==> src/rtl/sp_ram_arb_pkg.sv <==
// Shared types and constants for the two-master single-port RAM arbiter.
// Optional feature macro: SP_RAM_ARB_RR_EN (round-robin between masters in ARB).
package sp_ram_arb_pkg;

  localparam int unsigned NUM_MASTERS = 2;

  // Arbiter FSM state encoding, kept as plain constants for legacy tooling.
  typedef logic [0:0] arb_state_t;
  localparam arb_state_t ST_ARB  = 1'b0;
  localparam arb_state_t ST_LOCK = 1'b1;

  // Index of a master (0 = core data port, 1 = accelerator loader).
  typedef logic master_idx_t;

endpackage

==> src/rtl/rr_arb_2.sv <==
// Two-input request arbiter.
// With SP_RAM_ARB_RR_EN defined, a pointer register picks the winner on contention
// and flips to the loser after every contended grant. Without it, input 0 always
// wins and no state exists (clock/reset ports are then omitted).
module rr_arb_2
  import sp_ram_arb_pkg::*;
(
`ifdef SP_RAM_ARB_RR_EN
  input  logic                   clk,
  input  logic                   rst_i,
`endif
  input  logic                   en_i,
  input  logic [NUM_MASTERS-1:0] req_i,
  output logic [NUM_MASTERS-1:0] gnt_o
);

`ifdef SP_RAM_ARB_RR_EN
  master_idx_t ptr_q;

  // Grant follows the pointer only when both inputs request.
  always_comb begin
    gnt_o    = '0;
    gnt_o[0] = en_i & req_i[0] & (~req_i[1] | ~ptr_q);
    gnt_o[1] = en_i & req_i[1] & (~req_i[0] | ptr_q);
  end

  // Pointer moves to the non-winner after a contended, enabled grant.
  always_ff @(posedge clk) begin
    if (rst_i) begin
      ptr_q <= 1'b0;
    end else if (en_i && (&req_i)) begin
      ptr_q <= ~gnt_o[1];
    end
  end
`else
  // Fixed priority: input 0 always wins.
  always_comb begin
    gnt_o    = '0;
    gnt_o[0] = en_i & req_i[0];
    gnt_o[1] = en_i & req_i[1] & ~req_i[0];
  end
`endif

endmodule

==> src/rtl/sp_ram_arbiter.sv <==
// Arbiter sharing the single-port data RAM between the core data port (master 0)
// and the accelerator loader (master 1). Grants are combinational; the response
// valid is registered one cycle after grant. Master 1 may hold the RAM via lock
// for up to MAX_LOCK consecutive grants.
// Optional feature macro: SP_RAM_ARB_RR_EN (round-robin instead of fixed priority).
module sp_ram_arbiter
  import sp_ram_arb_pkg::*;
#(
  parameter int unsigned ADDR_WIDTH = 15,
  parameter int unsigned DATA_WIDTH = 32,
  parameter int unsigned MAX_LOCK   = 16
) (
  input  logic                    clk,
  input  logic                    rst_i,
  input  logic                    m0_req_i,
  output logic                    m0_gnt_o,
  input  logic [ADDR_WIDTH-1:0]   m0_addr_i,
  input  logic                    m0_we_i,
  input  logic [DATA_WIDTH/8-1:0] m0_be_i,
  input  logic [DATA_WIDTH-1:0]   m0_wdata_i,
  output logic                    m0_rvalid_o,
  output logic [DATA_WIDTH-1:0]   m0_rdata_o,
  input  logic                    m1_req_i,
  output logic                    m1_gnt_o,
  input  logic [ADDR_WIDTH-1:0]   m1_addr_i,
  input  logic                    m1_we_i,
  input  logic [DATA_WIDTH/8-1:0] m1_be_i,
  input  logic [DATA_WIDTH-1:0]   m1_wdata_i,
  output logic                    m1_rvalid_o,
  output logic [DATA_WIDTH-1:0]   m1_rdata_o,
  input  logic                    m1_lock_i,
  output logic                    ram_en_o,
  output logic [ADDR_WIDTH-1:0]   ram_addr_o,
  output logic                    ram_we_o,
  output logic [DATA_WIDTH/8-1:0] ram_be_o,
  output logic [DATA_WIDTH-1:0]   ram_wdata_o,
  input  logic [DATA_WIDTH-1:0]   ram_rdata_i
);

  localparam int unsigned CNT_WIDTH = $clog2(MAX_LOCK + 1);

  arb_state_t             state_q, state_d;
  logic [CNT_WIDTH-1:0]   lock_cnt_q, lock_cnt_d, lock_cnt_inc;
  logic [NUM_MASTERS-1:0] req, arb_gnt, gnt;
  logic                   arb_en;
  logic                   rsp_valid_q;
  master_idx_t            rsp_owner_q;

  logic [ADDR_WIDTH-1:0]   hold_addr_q, sel_addr;
  logic                    hold_we_q, sel_we;
  logic [DATA_WIDTH/8-1:0] hold_be_q, sel_be;
  logic [DATA_WIDTH-1:0]   hold_wdata_q, sel_wdata;

  assign req    = {m1_req_i, m0_req_i};
  assign arb_en = (state_q == ST_ARB) && !rst_i;

  rr_arb_2 u_arb (
`ifdef SP_RAM_ARB_RR_EN
    .clk   (clk),
    .rst_i (rst_i),
`endif
    .en_i  (arb_en),
    .req_i (req),
    .gnt_o (arb_gnt)
  );

  // Saturating increment so the counter never wraps.
  assign lock_cnt_inc = (lock_cnt_q == CNT_WIDTH'(MAX_LOCK)) ? lock_cnt_q : lock_cnt_q + 1'b1;

  // Grant selection and lock FSM next state; nothing is granted while in reset.
  always_comb begin
    gnt        = '0;
    state_d    = state_q;
    lock_cnt_d = lock_cnt_q;
    if (!rst_i) begin
      unique case (state_q)
        ST_ARB: begin
          gnt = arb_gnt;
          // A lock limit of one grant never needs the LOCK state.
          if (arb_gnt[1] && m1_lock_i && (MAX_LOCK > 1)) begin
            state_d    = ST_LOCK;
            lock_cnt_d = CNT_WIDTH'(1);
          end
        end
        ST_LOCK: begin
          if (m1_req_i) begin
            gnt[1]     = 1'b1;
            lock_cnt_d = lock_cnt_inc;
            if (!m1_lock_i || (lock_cnt_inc >= CNT_WIDTH'(MAX_LOCK))) begin
              state_d    = ST_ARB;
              lock_cnt_d = '0;
            end
          end else begin
            state_d    = ST_ARB;
            lock_cnt_d = '0;
          end
        end
        default: state_d = ST_ARB;
      endcase
    end
  end

  assign m0_gnt_o = gnt[0];
  assign m1_gnt_o = gnt[1];

  // Winner's request fields, or the last driven values when idle.
  always_comb begin
    sel_addr  = gnt[1] ? m1_addr_i  : m0_addr_i;
    sel_we    = gnt[1] ? m1_we_i    : m0_we_i;
    sel_be    = gnt[1] ? m1_be_i    : m0_be_i;
    sel_wdata = gnt[1] ? m1_wdata_i : m0_wdata_i;
    ram_en_o  = |gnt;
    if (|gnt) begin
      ram_addr_o  = sel_addr;
      ram_we_o    = sel_we;
      ram_be_o    = sel_be;
      ram_wdata_o = sel_wdata;
    end else begin
      ram_addr_o  = hold_addr_q;
      ram_we_o    = hold_we_q;
      ram_be_o    = hold_be_q;
      ram_wdata_o = hold_wdata_q;
    end
  end

  // State, lock counter, response tracking and held RAM request fields.
  always_ff @(posedge clk) begin
    if (rst_i) begin
      state_q      <= ST_ARB;
      lock_cnt_q   <= '0;
      rsp_valid_q  <= 1'b0;
      rsp_owner_q  <= 1'b0;
      hold_addr_q  <= '0;
      hold_we_q    <= 1'b0;
      hold_be_q    <= '0;
      hold_wdata_q <= '0;
    end else begin
      state_q     <= state_d;
      lock_cnt_q  <= lock_cnt_d;
      rsp_valid_q <= |gnt;
      rsp_owner_q <= gnt[1];
      if (|gnt) begin
        hold_addr_q  <= sel_addr;
        hold_we_q    <= sel_we;
        hold_be_q    <= sel_be;
        hold_wdata_q <= sel_wdata;
      end
    end
  end

  assign m0_rvalid_o = rsp_valid_q & (rsp_owner_q == 1'b0);
  assign m1_rvalid_o = rsp_valid_q & (rsp_owner_q == 1'b1);
  assign m0_rdata_o  = ram_rdata_i;
  assign m1_rdata_o  = ram_rdata_i;

endmodule

==> config.mk <==
export PLATFORM = sky130hd
export DESIGN_NAME = sp_ram_arbiter
export DESIGN_NICKNAME = d
export VERILOG_FILES = /design/src/rtl/sp_ram_arb_pkg.sv /design/src/rtl/rr_arb_2.sv /design/src/rtl/sp_ram_arbiter.sv
export SDC_FILE = /design/constraint.sdc
export NUM_CORES = 1
export LEC_CHECK = 0
export BUFFER_PORTS_ARGS = -buffer_cell sky130_fd_sc_hd__buf_2
export CAP_MARGIN = 15
export CORE_AREA = 2 2 101 103
export CTS_CLUSTER_SIZE = 20
export DETAILED_ROUTE_END_ITERATION = 16
export DIE_AREA = 0 0 103 105
export HOLD_SLACK_MARGIN = 0.12
export MAX_ROUTING_LAYER = met4
export PLACE_DENSITY = 0.77
export SLEW_MARGIN = 20
export SYNTH_ARGS = -nofsm -noshare
export SYNTH_HDL_FRONTEND = slang
export SYNTH_SLANG_ARGS = --single-unit
==> constraint.sdc <==
create_clock -name clk -period 3.72 [get_ports clk]
set_input_delay 0.372 -clock clk [delete_from_list [all_inputs] [get_ports clk]]
set_output_delay 0.372 -clock clk [all_outputs]
set_load 0.05 [all_outputs]
==> impl_metrics.sql, run 1 <==
INSERT INTO impl_metrics (metric_group, metric, value, unit) VALUES
('clock_network', 'clock_tree_from_tritoncts', 'done', ''),
('global_route', 'grt_util_all_layers', '0.1531', ''),
('clock_network', 'clk_pin_slew', '0.07', 'ns'),
('layout', 'total_number_of_nets_in_the_final_design', '630', ''),
('floorplanning', 'placeableCoreArea', '9639', 'um2'),
('pwr', 'total_leakage_power', '1.921', 'nW'),
('drt', 'drcViolationCount', '0', ''),
('layout', 'layout.cells.non_filler', '625', ''),
('global_route', 'grt_max_degree', '94', ''),
('critical_path', 'worstReg2RegStart', 'state_q', ''),
('clock_network', 'max-clock-path-buffers', '2', ''),
('timing', 'timing.final.crit_share', '0.6584', ''),
('place', 'gp_congestion', '0.7523', ''),
('hold_path', 'hold_path_depth', '3', ''),
('floorplanning', 'chipHeight', '105', 'um'),
('floorplanning', 'die_width', '103', 'um'),
('clock_network', 'postCtsResizedCells', '0', ''),
('critical_path', 'timing.critical_path.max_delay_family', 'buffers and inverters', ''),
('logic_synthesis', 'synth_largest_area_cell', 'sky130_fd_sc_hd__dfxtp_1', ''),
('logic_synthesis', 'postSynthNetCount', '544', ''),
('timing', 'final_period_minus_worst_setup_slack', '2.449', 'ns'),
('floorplanning', 'io_pins', '262', ''),
('clock_network', 'worstSkewPairLatency', '0.34', 'ns'),
('drt', 'antenna_left', '0', ''),
('critical_path', 'critical_path.endpoint_type', 'output port', ''),
('clock_network', 'clock_tree.root_cell', 'sky130_fd_sc_hd__clkbuf_8', ''),
('timing', 'worstMarginPinSlew', '0.8395', 'ns'),
('run_status', 'result_of_the_run', 'finished, final reports clean', ''),
('logic_synthesis', 'postSynthRegisterBits', '60', ''),
('logic_synthesis', 'synth_area', '3764', 'um2'),
('timing', 'slew_viol_final', '0', ''),
('drt', 'drt_first_iter_violations', '76', ''),
('logic_synthesis', 'synthesis.area_per_instance', '9.386', 'um2'),
('critical_path', 'cpPeakStageDelay', '0.42', 'ns'),
('global_route', 'grt_first_pass_wirelength', '12.63', 'mm'),
('drt', 'drt_pre_antenna_iters', '4', ''),
('timing', 'timing_hold_violations_final', '0', ''),
('layout', 'fill_cell_total_of_the_finished_layout', '966', ''),
('drt', 'dr_total_vias', '3022', ''),
('drt', 'average_via_count_per_standard_cell', '4.835', ''),
('clock_network', 'cts_stage_hold_buffer_count', '0', ''),
('floorplanning', 'fp-row-count', '36', ''),
('global_route', 'globalRouteOverflowTotal', '0', ''),
('layout', 'fraction_of_final_layout_cells_sized_beyond_drive_strength_1', '0.4695', ''),
('drt', 'routed_wire_length_per_instance', '13.20', 'um'),
('critical_path', 'worst_path_cell_with_the_longest_stage_delay', 'sky130_fd_sc_hd__dfxtp_1', ''),
('hold_path', 'timing.hold.worst_endpoint', 'hold_wdata_q[5]', ''),
('critical_path', 'critical_path.n_buffers_inverters', '2', ''),
('logic_synthesis', 'proportion_of_synthesized_chip_area_in_sequential_cells', '0.3191', ''),
('critical_path', 'cp-start-kind', 'register', ''),
('logic_synthesis', 'netlist_instances', '401', ''),
('critical_path', 'path_cells', 'nor3_4 > buf_12 > mux2i_1 > a21oi_1 > buf_2', ''),
('place', 'buffer_ports.inserted', '165', ''),
('clock_network', 'clkSinkCount', '60', ''),
('timing', 'grt_setup_unrepaired', 'false', ''),
('hold_path', 'min-delay-path-class', 'in2reg', ''),
('pwr', 'power.density', '448.3', 'nW/um2'),
('critical_path', 'crit-reg2reg-capture', 'hold_wdata_q[20]', ''),
('logic_synthesis', 'ys_top_cells_by_area', 'sky130_fd_sc_hd__dfxtp_1 32%, sky130_fd_sc_hd__mux2i_1 14%, sky130_fd_sc_hd__a211oi_2 14%', ''),
('layout', 'antenna-diode-count', '0', ''),
('clock_network', 'cts-buffers-inserted', '9', ''),
('floorplanning', 'die-area', '10820', 'um2'),
('floorplanning', 'initial_utilization', '0.3904', ''),
('critical_path', 'path_class', 'reg2out', ''),
('layout', 'utilization', '0.4456', ''),
('timing', 'slew_headroom', '0.4403', ''),
('critical_path', 'r2r.worst_path.cells', '4', ''),
('logic_synthesis', 'synth_largest_type_area_fraction', '0.3191', ''),
('place', 'dp_hpwl', '5.943', 'mm'),
('drt', 'route.final.wire_length', '8.253', 'mm'),
('critical_path', 'reg2reg_setup_slack', '2.08', 'ns');
-- state kept, by name (all words and copies together) (netlist names) --
name          count
rsp_valid_q       1
state_q           1
hold_wdata_q     32
hold_be_q         4
hold_addr_q      15
rsp_owner_q       1
hold_we_q         1
lock_cnt_q        5
-- power by group --
part | leakage, nW | internal, mW | switching (mW)
clock network | 0.102 | 0.344 | 0.263
registers | 0.494 | 0.689 | 0.0128
logic | 1.32 | 0.187 | 0.430
total | 1.92 | 1.22 | 0.706
-- cell usage after synthesis (4+ instances only) --
| master | count |
|---|---|
| sky130_fd_sc_hd__clkbuf_1 | 8 |
| sky130_fd_sc_hd__a211oi_2 | 42 |
| sky130_fd_sc_hd__mux2i_1 | 53 |
| sky130_fd_sc_hd__a21oi_1 | 52 |
| sky130_fd_sc_hd__buf_12 | 6 |
| sky130_fd_sc_hd__nand3_1 | 4 |
| sky130_fd_sc_hd__buf_4 | 65 |
| sky130_fd_sc_hd__o21ai_0 | 4 |
| sky130_fd_sc_hd__inv_1 | 5 |
| sky130_fd_sc_hd__dfxtp_1 | 60 |
| sky130_fd_sc_hd__buf_6 | 4 |
| sky130_fd_sc_hd__nor2_1 | 53 |
| sky130_fd_sc_hd__nand2_1 | 4 |
| sky130_fd_sc_hd__buf_2 | 11 |
| sky130_fd_sc_hd__a211oi_1 | 10 |
-- tightest hold or removal path, cell delays in order --
cell,delay (ns)
sky130_fd_sc_hd__buf_2,0.08
sky130_fd_sc_hd__nor2_1,0.05
sky130_fd_sc_hd__a211oi_2,0.17
-- placed cells by master, fill, tap and decap left out, types with 2 or more instances in the layout --
master,synthesis,layout
sky130_fd_sc_hd__a211oi_1,10,10
sky130_fd_sc_hd__a211oi_2,42,42
sky130_fd_sc_hd__a21oi_1,52,52
sky130_fd_sc_hd__a31oi_1,2,2
sky130_fd_sc_hd__and2_1,2,2
sky130_fd_sc_hd__buf_12,6,3
sky130_fd_sc_hd__buf_2,11,165
sky130_fd_sc_hd__clkbuf_8,0,11
sky130_fd_sc_hd__clkinv_2,0,2
sky130_fd_sc_hd__dfxtp_1,60,60
sky130_fd_sc_hd__ha_1,2,2
sky130_fd_sc_hd__inv_1,5,5
sky130_fd_sc_hd__mux2i_1,53,53
sky130_fd_sc_hd__nand2_1,4,4
sky130_fd_sc_hd__nand2b_1,2,2
sky130_fd_sc_hd__nand3_1,4,4
sky130_fd_sc_hd__nor2_1,53,53
sky130_fd_sc_hd__nor2b_1,2,2
sky130_fd_sc_hd__o21ai_0,4,4
-- per-stage QoR --
stage	hold slack, ns	setup slack, ns	power, mW	cell area, um2
finish	0.3589	1.271	1.925	4295
global route	0.3554	1.098	2.018	4295
CTS	0.3441	1.261	1.952	4295
detailed placement	0.4699	1.544	1.335	4093
global placement	0.4700	1.586	1.324	4093
floorplan	0.4504	1.481	1.380	3764
-- metal layers --
metal | part of all wire | routed length (um) | GRT usage | vias to the layer above
li1 | - | - | - | 1528
met1 | 0.40 | 3286 | 0.1439 | 1325
met2 | 0.48 | 3935 | 0.2616 | 119
met3 | 0.078 | 645 | 0.04883 | 50
met4 | 0.047 | 386 | 0.1006 | 0
met5 | 0 | 0 | - | -
-- cell type report --
type,instances,area (um2),share of cell area
Clock buffer,12,155.1,0.03612
Clock inverter,4,47.55,0.01107
Inverter,6,22.52,0.005243
Multi-Input combinational cell,241,1809,0.4212
Sequential cell,60,1201,0.2796
Tap cell,133,166.4,0.03874
Timing Repair Buffer,169,893.4,0.2080
-- worst max path at each step --
stage,startpoint,to,depth (start not counted)
2_1_floorplan,m0_req_i,ram_addr_o[7],6
3_3_place_gp,m0_req_i,ram_wdata_o[19],7
3_5_place_dp,m0_req_i,ram_wdata_o[16],7
4_1_cts,state_q,ram_wdata_o[16],5
5_1_grt,state_q,ram_addr_o[7],5
6_report,state_q,ram_wdata_o[16],5
-- cells by family (layout without fill, tap and decap cells) --
logic type / Yosys count / after routing / share of synthesized area
xor gates and xnor gates: 1 / 1 / 0.002328
AOI/OAI and AO/OA: 113 / 113 / 0.2443
adders and majority gates: 2 / 2 / 0.006648
DFF: 60 / 60 / 0.3191
buffers and inverters: 100 / 191 / 0.2021
and+or+nand+nor: 72 / 72 / 0.08444
muxes: 53 / 53 / 0.1410
No activity file was read; power rests on OpenSTA's default activity.
==> run 2, diff against run 1 <==
--- a/config.mk
+++ b/config.mk
@@ -5,15 +5,16 @@
 export SDC_FILE = /design/constraint.sdc
 export NUM_CORES = 1
 export LEC_CHECK = 0
+export ABC_AREA = 1
 export BUFFER_PORTS_ARGS = -buffer_cell sky130_fd_sc_hd__buf_2
 export CAP_MARGIN = 15
-export CORE_AREA = 2 2 101 103
+export CORE_MARGIN = 1.5
+export CORE_UTILIZATION = 38
 export CTS_CLUSTER_SIZE = 20
 export DETAILED_ROUTE_END_ITERATION = 16
-export DIE_AREA = 0 0 103 105
 export HOLD_SLACK_MARGIN = 0.12
 export MAX_ROUTING_LAYER = met4
-export PLACE_DENSITY = 0.77
+export PLACE_DENSITY = 0.79
 export SLEW_MARGIN = 20
 export SYNTH_ARGS = -nofsm -noshare
 export SYNTH_HDL_FRONTEND = slang
==> constraint.sdc (replaced) <==
create_clock -name clk -period 2.15 [get_ports clk]
set_input_delay 0.215 -clock clk [delete_from_list [all_inputs] [get_ports clk]]
set_output_delay 0.215 -clock clk [all_outputs]
set_load 0.05 [all_outputs]
==> run 2 against run 1 <==
Net effect: global-route usage increased by 1.7 points; hold slack got worse by 0.16 ns; critical path depth rose by 3; critical path type unchanged; first-iteration DRC count rose by 16%; die area is 2.5% lower.
==> impl_metrics.sql, run 2 <==
INSERT INTO impl_metrics (metric_group, metric, value, unit) VALUES
('floorplanning', 'fp-row-count', '36', ''),
('layout', 'multi_input_comb_area', '1684', 'um2'),
('logic_synthesis', 'synth.area.mux_share', '0', ''),
('layout', 'design_area_final', '4392', 'um2'),
('logic_synthesis', 'netlist_instances', '575', ''),
('clock_network', 'clk_pin_slew', '0.07', 'ns'),
('place', 'buffer_ports.inserted', '165', ''),
('drt', 'dr_total_vias', '3553', ''),
('drt', 'route.final.wire_length', '8.608', 'mm'),
('clock_network', 'cts_stage_hold_buffer_count', '0', ''),
('layout', 'utilization', '0.4535', ''),
('layout', 'largest_register_ffs', '32', ''),
('layout', 'final_common_cell', 'sky130_fd_sc_hd__nand2_1', ''),
('layout', 'area.sequential', '1202', 'um2'),
('clock_network', 'clock_tree.root_cell', 'sky130_fd_sc_hd__clkbuf_8', ''),
('pwr', 'power_switching', '1.206', 'mW'),
('drt', 'antenna_left', '0', ''),
('logic_synthesis', 'synth_area', '3776', 'um2'),
('timing', 'max_freq', '498.0', 'MHz'),
('timing', 'timing_hold_violations_final', '0', ''),
('logic_synthesis', 'synth-compound-area-share', '0.01060', ''),
('drt', 'drt_pre_antenna_iters', '4', ''),
('timing', 'fin_worst_hold_slack', '0.1968', 'ns'),
('logic_synthesis', 'synthesis.yosys.warnings', '0', ''),
('logic_synthesis', 'synth_largest_type_area_fraction', '0.3181', ''),
('critical_path', 'path_class', 'reg2out', ''),
('clock_network', 'clock_tree_from_tritoncts', 'done', ''),
('critical_path', 'cp-start-kind', 'register', ''),
('clock_network', 'worstSkewPairLatency', '0.34', 'ns'),
('timing', 'fin_tns_setup', '0', 'ns'),
('critical_path', 'worst_path_cell_with_the_longest_stage_delay', 'sky130_fd_sc_hd__dfxtp_2', ''),
('global_route', 'globalRouteOverflowTotal', '0', ''),
('logic_synthesis', 'synth_simple_gate_area_share', '0.4288', ''),
('timing', 'final_period_minus_worst_setup_slack', '2.008', 'ns'),
('place', 'dp_hpwl', '6.299', 'mm'),
('timing', 'timing.final.crit_share', '0.9339', ''),
('logic_synthesis', 'ys_dominant_reg_cell', 'sky130_fd_sc_hd__dfxtp_1', ''),
('logic_synthesis', 'synth_largest_area_cell', 'sky130_fd_sc_hd__dfxtp_1', ''),
('pwr', 'total_leakage_power', '2.626', 'nW'),
('place', 'place_area', '4212', 'um2'),
('timing', 'slew_headroom', '0.7471', ''),
('floorplanning', 'io_pins', '262', ''),
('layout', 'largest_registers', 'hold_wdata_q x32, hold_addr_q x15, lock_cnt_q x5', ''),
('logic_synthesis', 'netlist_top_cells_count', '176 x sky130_fd_sc_hd__nand2_1, 70 x sky130_fd_sc_hd__buf_4, 66 x sky130_fd_sc_hd__inv_1, 60 x sky130_fd_sc_hd__dfxtp_1, 58 x sky130_fd_sc_hd__nor2_1', ''),
('critical_path', 'critical_path.endpoint_type', 'output port', ''),
('global_route', 'via_count_of_the_first_global_routing_pass', '3222', ''),
('floorplanning', 'placeableCoreArea', '9684', 'um2'),
('pwr', 'clkPwrFrac', '0.279', ''),
('layout', 'fraction_of_final_layout_cells_sized_beyond_drive_strength_1', '0.3125', ''),
('place', 'gp_congestion', '0.7988', ''),
('pwr', 'p_sw_frac', '0.3886', ''),
('pwr', 'cellInternalPower', '1.898', 'mW'),
('logic_synthesis', 'synth-xor-area-share', '0', ''),
('logic_synthesis', 'yosysUniqueCellTypes', '25', ''),
('logic_synthesis', 'ys_async_sr_fraction', '0', ''),
('critical_path', 'cpPeakStageDelay', '0.37', 'ns'),
('timing', 'slew_viol_final', '0', ''),
('clock_network', 'cts_post_setup_buffers_inserted', '0', ''),
('logic_synthesis', 'yosys.cell_count.top_type', 'sky130_fd_sc_hd__nand2_1', ''),
('hold_path', 'min-delay-path-class', 'in2reg', ''),
('run_status', 'result_of_the_run', 'finished, final reports clean', ''),
('global_route', 'grt_util_all_layers', '0.1697', ''),
('pwr', 'total_power', '3.104', 'mW'),
('clock_network', 'cts_htree_levels', '3', ''),
('pwr', 'comb_power_share', '0.332', ''),
('timing', 'grt_setup_unrepaired', 'false', ''),
('pwr', 'share_seq_of_total_power', '0.390', ''),
('clock_network', 'max-clock-path-buffers', '2', ''),
('global_route', 'grt_first_pass_wirelength', '13.75', 'mm'),
('drt', 'drt_first_iter_violations', '88', ''),
('logic_synthesis', 'ys_top_cells_by_area', 'sky130_fd_sc_hd__dfxtp_1 32%, sky130_fd_sc_hd__nand2_1 17%, sky130_fd_sc_hd__buf_4 14%', ''),
('critical_path', 'timing.critical_path.max_delay_family', 'buffers and inverters', ''),
('pwr', 'power.density', '706.8', 'nW/um2'),
('logic_synthesis', 'synthesis.area_per_instance', '6.567', 'um2'),
('pwr', 'ir_worst_vdd', '291.5', 'uV'),
('global_route', 'antenna_violations_before_repair', '1', ''),
('floorplanning', 'chipHeight', '102.7', 'um'),
('global_route', 'grt_max_degree', '84', ''),
('timing', 'setup-violations-final', '0', ''),
('clock_network', 'postCtsResizedCells', '0', ''),
('layout', 'most-common-layout-cells', '176 x sky130_fd_sc_hd__nand2_1, 165 x sky130_fd_sc_hd__buf_2, 66 x sky130_fd_sc_hd__inv_1, 59 x sky130_fd_sc_hd__dfxtp_1, 58 x sky130_fd_sc_hd__nor2_1', ''),
('layout', 'total_number_of_nets_in_the_final_design', '810', ''),
('flow_run', 'maxCapViolations', '0', ''),
('clock_network', 'cts-buffers-inserted', '9', ''),
('logic_synthesis', 'proportion_of_synthesized_chip_area_in_sequential_cells', '0.3181', ''),
('logic_synthesis', 'postSynthNetCount', '718', ''),
('layout', 'max_flop_register', 'hold_wdata_q', ''),
('logic_synthesis', 'synth_fa_ha_area_frac', '0.006627', ''),
('critical_path', 'critical_path.n_buffers_inverters', '4', ''),
('logic_synthesis', 'synth_edf_count', '0', ''),
('critical_path', 'path_cells', 'inv_2 > a21oi_4 > nand2_4 > buf_12 > or2_0 > nand2_1 > inv_1 > buf_2', ''),
('drt', 'average_via_count_per_standard_cell', '4.408', ''),
('drt', 'routed_wire_length_per_instance', '10.68', 'um'),
('floorplanning', 'die-area', '10540', 'um2'),
('logic_synthesis', 'postSynthRegisterBits', '60', ''),
('floorplanning', 'initial_utilization', '0.3899', ''),
('timing', 'worstMarginPinSlew', '0.3793', 'ns'),
('timing', 'timing.clock.skew', '0.008069', 'ns'),
('layout', 'area_growth_syn_to_layout', '16.30', '%'),
('floorplanning', 'die_width', '102.7', 'um'),
('critical_path', 'crit_fanout', '83', ''),
('clock_network', 'clkSinkCount', '60', ''),
('layout', 'fill_cell_total_of_the_finished_layout', '1001', ''),
('logic_synthesis', 'synth_top_family_by_area', 'simple AND/OR/NAND/NOR gates', ''),
('critical_path', 'critPathArrivalTime', '1.79', 'ns'),
('critical_path', 'worst_ep_required_time', '1.93', 'ns'),
('drt', 'drcViolationCount', '0', '');
## run 2: cell types whose count changed in the layout (fill, tap and decap cells not counted), moves of 16 or more
cell / previous run / this run
sky130_fd_sc_hd__nand2_1: 4 / 176
sky130_fd_sc_hd__mux2i_1: 53 / 0
sky130_fd_sc_hd__nand3_1: 4 / 42
sky130_fd_sc_hd__nand3_2: 0 / 16
sky130_fd_sc_hd__a21oi_1: 52 / 1
sky130_fd_sc_hd__a211oi_2: 42 / 0
sky130_fd_sc_hd__or2_0: 0 / 49
sky130_fd_sc_hd__inv_1: 5 / 66
## run 2: area by class of cell
cell class                 instances  area share
inverter                          68     0.05840
multi-input combinational        356      0.3835
clock inverter                     6    0.009402
sequential                        60      0.2738
timing repair buffer             172      0.2074
tap                              133     0.03789
clock buffer                      10     0.02906
antenna                            1   0.0005698
## run 2: path summary, 6_finish.rpt
kind                                     from               end  slack, ns  depth (start not counted)
worst min-delay path            m1_addr_i[13]   hold_addr_q[13]       0.20                          4
worst min register to register  lock_cnt_q[4]     lock_cnt_q[4]       0.48                          2
worst max-delay path                  state_q   ram_wdata_o[15]       0.14                          8
worst max register to register        state_q  hold_wdata_q[15]       0.78                          7
## run 2: cell families after synthesis
kind of cell    after synthesis
fa+ha+maj                     2
flops                        60
buf+inv                     159
compound gates                5
simple gates                349
## run 2: per-layer routing
metal,global-route usage,share of wire
met5,-,0
met1,0.1832,0.43
met4,0.08851,0.024
met2,0.2832,0.46
met3,0.04881,0.078
## run 2: per-stage QoR
step | cells | setup slack (ns)
finish | 806 | 0.1421
global route | 806 | 0.02460
CTS | 805 | 0.06622
detailed placement | 789 | 0.4525
global placement | 789 | 0.4741
floorplan | 575 | 0.5267
## run 2: worst register-to-register path, stage by stage (launching register included)
cell                      delay, ns
sky130_fd_sc_hd__dfxtp_2       0.37
sky130_fd_sc_hd__inv_2         0.06
sky130_fd_sc_hd__a21oi_4       0.13
sky130_fd_sc_hd__nand2_4       0.07
sky130_fd_sc_hd__buf_12        0.21
sky130_fd_sc_hd__or2_0         0.28
sky130_fd_sc_hd__nand2_1       0.08
sky130_fd_sc_hd__nor2_1        0.04
## run 2: power by group through the flow
stage	combinational, mW	clock, mW	sequential [mW]
6_report	1.03	0.865	1.21
4_1_cts	1.04	0.912	1.21
3_5_place_dp	1.03	0	1.23
2_1_floorplan	1.09	0	1.23
5_1_grt	1.13	0.968	1.22
3_3_place_gp	1.03	0	1.23
==> run 3, diff against run 2 <==
--- a/config.mk
+++ b/config.mk
@@ -14,7 +14,7 @@
 export DETAILED_ROUTE_END_ITERATION = 16
 export HOLD_SLACK_MARGIN = 0.12
 export MAX_ROUTING_LAYER = met4
-export PLACE_DENSITY = 0.79
+export PLACE_DENSITY = 0.75
 export SLEW_MARGIN = 20
 export SYNTH_ARGS = -nofsm -noshare
 export SYNTH_HDL_FRONTEND = slang
==> run 3 against run 2 <==
Net effect: sequential share of layout area shrank 0.32 points; combinational power is essentially flat; utilization grew 0.53 points; total power grew 7.6%; final area grew 1.2%; flip-flop and latch count is the same; critical path depth is the same; final cell count shrank 0.12%; register-to-register slack is essentially flat; setup slack lost 0.0023 ns; wire length grew 1.2%; critical path type unchanged.
==> impl_metrics.sql, run 3 (same netlist as run 2, synthesis figures left out) <==
INSERT INTO impl_metrics (metric_group, metric, value, unit) VALUES
('run_status', 'result_of_the_run', 'finished, final reports clean', ''),
('floorplanning', 'fp-row-count', '36', ''),
('drt', 'dr_total_vias', '3524', ''),
('timing', 'slew_headroom', '0.7296', ''),
('critical_path', 'critPathArrivalTime', '1.80', 'ns'),
('pwr', 'power.density', '751.9', 'nW/um2'),
('clock_network', 'max-clock-path-buffers', '2', ''),
('critical_path', 'worstReg2RegStart', 'state_q', ''),
('layout', 'utilization', '0.4588', ''),
('place', 'gp_congestion', '0.8276', ''),
('clock_network', 'clock_tree_from_tritoncts', 'done', ''),
('drt', 'routed_wire_length_per_instance', '10.82', 'um'),
('clock_network', 'clk_pin_slew', '0.07', 'ns'),
('timing', 'fin_tns_setup', '0', 'ns'),
('floorplanning', 'die-area', '10540', 'um2'),
('drt', 'route.final.wire_length', '8.714', 'mm'),
('critical_path', 'worst_ep_required_time', '1.93', 'ns'),
('global_route', 'globalRouteOverflowTotal', '0', ''),
('pwr', 'total_power', '3.341', 'mW'),
('pwr', 'ir_worst_vdd', '310.0', 'uV'),
('global_route', 'grt_max_degree', '69', ''),
('timing', 'grt_setup_unrepaired', 'false', ''),
('floorplanning', 'chipHeight', '102.7', 'um'),
('clock_network', 'clock_tree.root_cell', 'sky130_fd_sc_hd__clkbuf_8', ''),
('timing', 'timing.final.crit_share', '0.9350', ''),
('place', 'dp_hpwl', '6.403', 'mm'),
('floorplanning', 'io_pins', '262', ''),
('critical_path', 'path_depth', '8', ''),
('place', 'placed_cells', '790', ''),
('clock_network', 'clkSinkCount', '60', ''),
('pwr', 'share_seq_of_total_power', '0.362', ''),
('drt', 'drt_pre_antenna_iters', '4', ''),
('layout', 'fill_cell_total_of_the_finished_layout', '1011', ''),
('critical_path', 'r2r.worst_path.cells', '7', ''),
('drt', 'average_via_count_per_standard_cell', '4.378', ''),
('clock_network', 'worstSkewPairLatency', '0.34', 'ns'),
('timing', 'max_freq', '497.4', 'MHz'),
('pwr', 'total_leakage_power', '2.647', 'nW'),
('pwr', 'power_switching', '1.207', 'mW'),
('clock_network', 'cts-buffers-inserted', '9', ''),
('place', 'buffer_ports.inserted', '165', ''),
('critical_path', 'timing.critical_path.max_delay_family', 'buffers and inverters', ''),
('hold_path', 'min-delay-path-class', 'in2reg', ''),
('critical_path', 'critical_path.n_buffers_inverters', '4', ''),
('global_route', 'via_count_of_the_first_global_routing_pass', '2935', ''),
('global_route', 'grt_first_pass_wirelength', '13.12', 'mm'),
('layout', 'largest_registers', 'hold_wdata_q x32, hold_addr_q x15, lock_cnt_q x5', ''),
('floorplanning', 'placeableCoreArea', '9684', 'um2'),
('layout', 'final_common_cell', 'sky130_fd_sc_hd__nand2_1', ''),
('critical_path', 'reg2reg_setup_slack', '0.77', 'ns'),
('layout', 'multi_input_comb_area', '1684', 'um2'),
('layout', 'layout.cells.non_filler', '805', ''),
('layout', 'area.sequential', '1202', 'um2'),
('timing', 'worstMarginPinSlew', '0.4055', 'ns'),
('critical_path', 'path_class', 'reg2out', ''),
('critical_path', 'cp-start-kind', 'register', ''),
('layout', 'area_growth_syn_to_layout', '17.66', '%'),
('drt', 'antenna_left', '0', ''),
('drt', 'drt_first_iter_violations', '79', ''),
('pwr', 'cellInternalPower', '2.133', 'mW'),
('timing', 'final_period_minus_worst_setup_slack', '2.010', 'ns'),
('critical_path', 'crit-reg2reg-capture', 'hold_wdata_q[27]', ''),
('clock_network', 'cts_htree_levels', '3', ''),
('pwr', 'comb_power_share', '0.310', ''),
('floorplanning', 'initial_utilization', '0.3899', ''),
('critical_path', 'critical_path.endpoint_type', 'output port', ''),
('layout', 'most-common-layout-cells', '176 x sky130_fd_sc_hd__nand2_1, 165 x sky130_fd_sc_hd__buf_2, 66 x sky130_fd_sc_hd__inv_1, 59 x sky130_fd_sc_hd__dfxtp_1, 58 x sky130_fd_sc_hd__nor2_1', ''),
('global_route', 'grt_util_all_layers', '0.1645', ''),
('layout', 'total_number_of_nets_in_the_final_design', '811', ''),
('global_route', 'antenna_violations_before_repair', '0', ''),
('critical_path', 'setup.worst_path.start', 'state_q', ''),
('clock_network', 'cts_stage_hold_buffer_count', '0', ''),
('pwr', 'p_sw_frac', '0.3615', ''),
('layout', 'largest_register_ffs', '32', ''),
('critical_path', 'worst_path_cell_with_the_longest_stage_delay', 'sky130_fd_sc_hd__dfxtp_2', ''),
('critical_path', 'path_cells', 'inv_2 > a21oi_4 > nand2_4 > buf_4 > or2_0 > nand2_1 > inv_1 > buf_2', ''),
('timing', 'slew_viol_final', '0', ''),
('layout', 'max_flop_register', 'hold_wdata_q', ''),
('timing', 'timing.clock.skew', '0.008623', 'ns'),
('layout', 'antenna-diode-count', '0', ''),
('layout', 'fraction_of_final_layout_cells_sized_beyond_drive_strength_1', '0.3110', ''),
('floorplanning', 'die_width', '102.7', 'um'),
('timing', 'setup-violations-final', '0', ''),
('pwr', 'clkPwrFrac', '0.328', ''),
('timing', 'timing_hold_violations_final', '0', ''),
('drt', 'drcViolationCount', '0', ''),
('flow_run', 'maxCapViolations', '0', ''),
('critical_path', 'crit_fanout', '40', ''),
('critical_path', 'cpPeakStageDelay', '0.38', 'ns'),
('clock_network', 'cts_post_setup_buffers_inserted', '0', ''),
('critical_path', 'setup.worst_path.end', 'ram_wdata_o[19]', '');
-- run 3: cell count changes in the layout (fill, tap and decap cells not counted), sizes merged --
cell      change
buf           +1
bufinv        +2
clkbuf        +1
clkinv        -3
clkinvlp      -1
diode         -1
-- run 3: power groups by stage --
| stage | clock [mW] | sequential, mW | combinational [mW] |
|---|---|---|---|
| after floorplan | 0 | 1.23 | 1.09 |
| after global placement | 0 | 1.23 | 1.04 |
| after detailed placement | 0 | 1.23 | 1.04 |
| after CTS | 1.12 | 1.21 | 1.05 |
| after global routing | 1.18 | 1.22 | 1.13 |
| final | 1.10 | 1.21 | 1.03 |
-- run 3: how the worst min path moves through the flow --
stage / startpoint / endpoint / slack, ns / cells after the start
2_1_floorplan: m1_lock_i / state_q / 0.40 / 2
3_5_place_dp: ram_rdata_i[23] / m0_rdata_o[23] / 0.43 / 0
4_1_cts: m1_addr_i[12] / hold_addr_q[12] / 0.18 / 4
5_1_grt: rst_i / hold_addr_q[8] / 0.20 / 2
3_3_place_gp: ram_rdata_i[23] / m0_rdata_o[23] / 0.43 / 0
6_report: m1_addr_i[13] / hold_addr_q[13] / 0.19 / 4
-- run 3: metal layers --
| metal | up-vias | global-route usage | routed length, um |
|---|---|---|---|
| li1 | 1836 | - | - |
| met1 | 1531 | 0.1878 | 3801 |
| met2 | 146 | 0.2736 | 4150 |
| met3 | 11 | 0.04000 | 634 |
| met4 | 0 | 0.07271 | 127 |
| met5 | - | - | 0 |
-- run 3: worst min-delay path, stage by stage --
cell                      delay [ns]
sky130_fd_sc_hd__buf_2          0.07
sky130_fd_sc_hd__or2_1          0.08
sky130_fd_sc_hd__nand2_1        0.05
sky130_fd_sc_hd__nor2_1         0.07
-- run 3: timing repair --
| item | 4_1_cts | 5_1_grt |
|---|---|---|
| gates resized for setup | 1 | 1 |
| setup endpoints to repair | 8 | 33 |
| endpoints found under the hold margin | 0 | 0 |
| pin swaps | 0 | 0 |
-- run 3: stage by stage --
step           setup slack, ns  hold WS (ns)  cell area, um2
6_report                0.1397        0.1920            4443
5_1_grt                0.01971        0.2004            4443
4_1_cts                0.05253        0.1793            4442
3_5_place_dp            0.3432        0.4305            4232
3_3_place_gp            0.3531        0.4305            4232
2_1_floorplan           0.5267        0.3970            3776
-- run 3: area by class of cell --
class / count / area share
clock buffer: 11 / 0.02957
clock inverter: 4 / 0.01690
tap: 133 / 0.03745
multi-input combinational: 356 / 0.3790
inverter: 68 / 0.05858
timing repair buffer: 173 / 0.2078
sequential: 60 / 0.2706
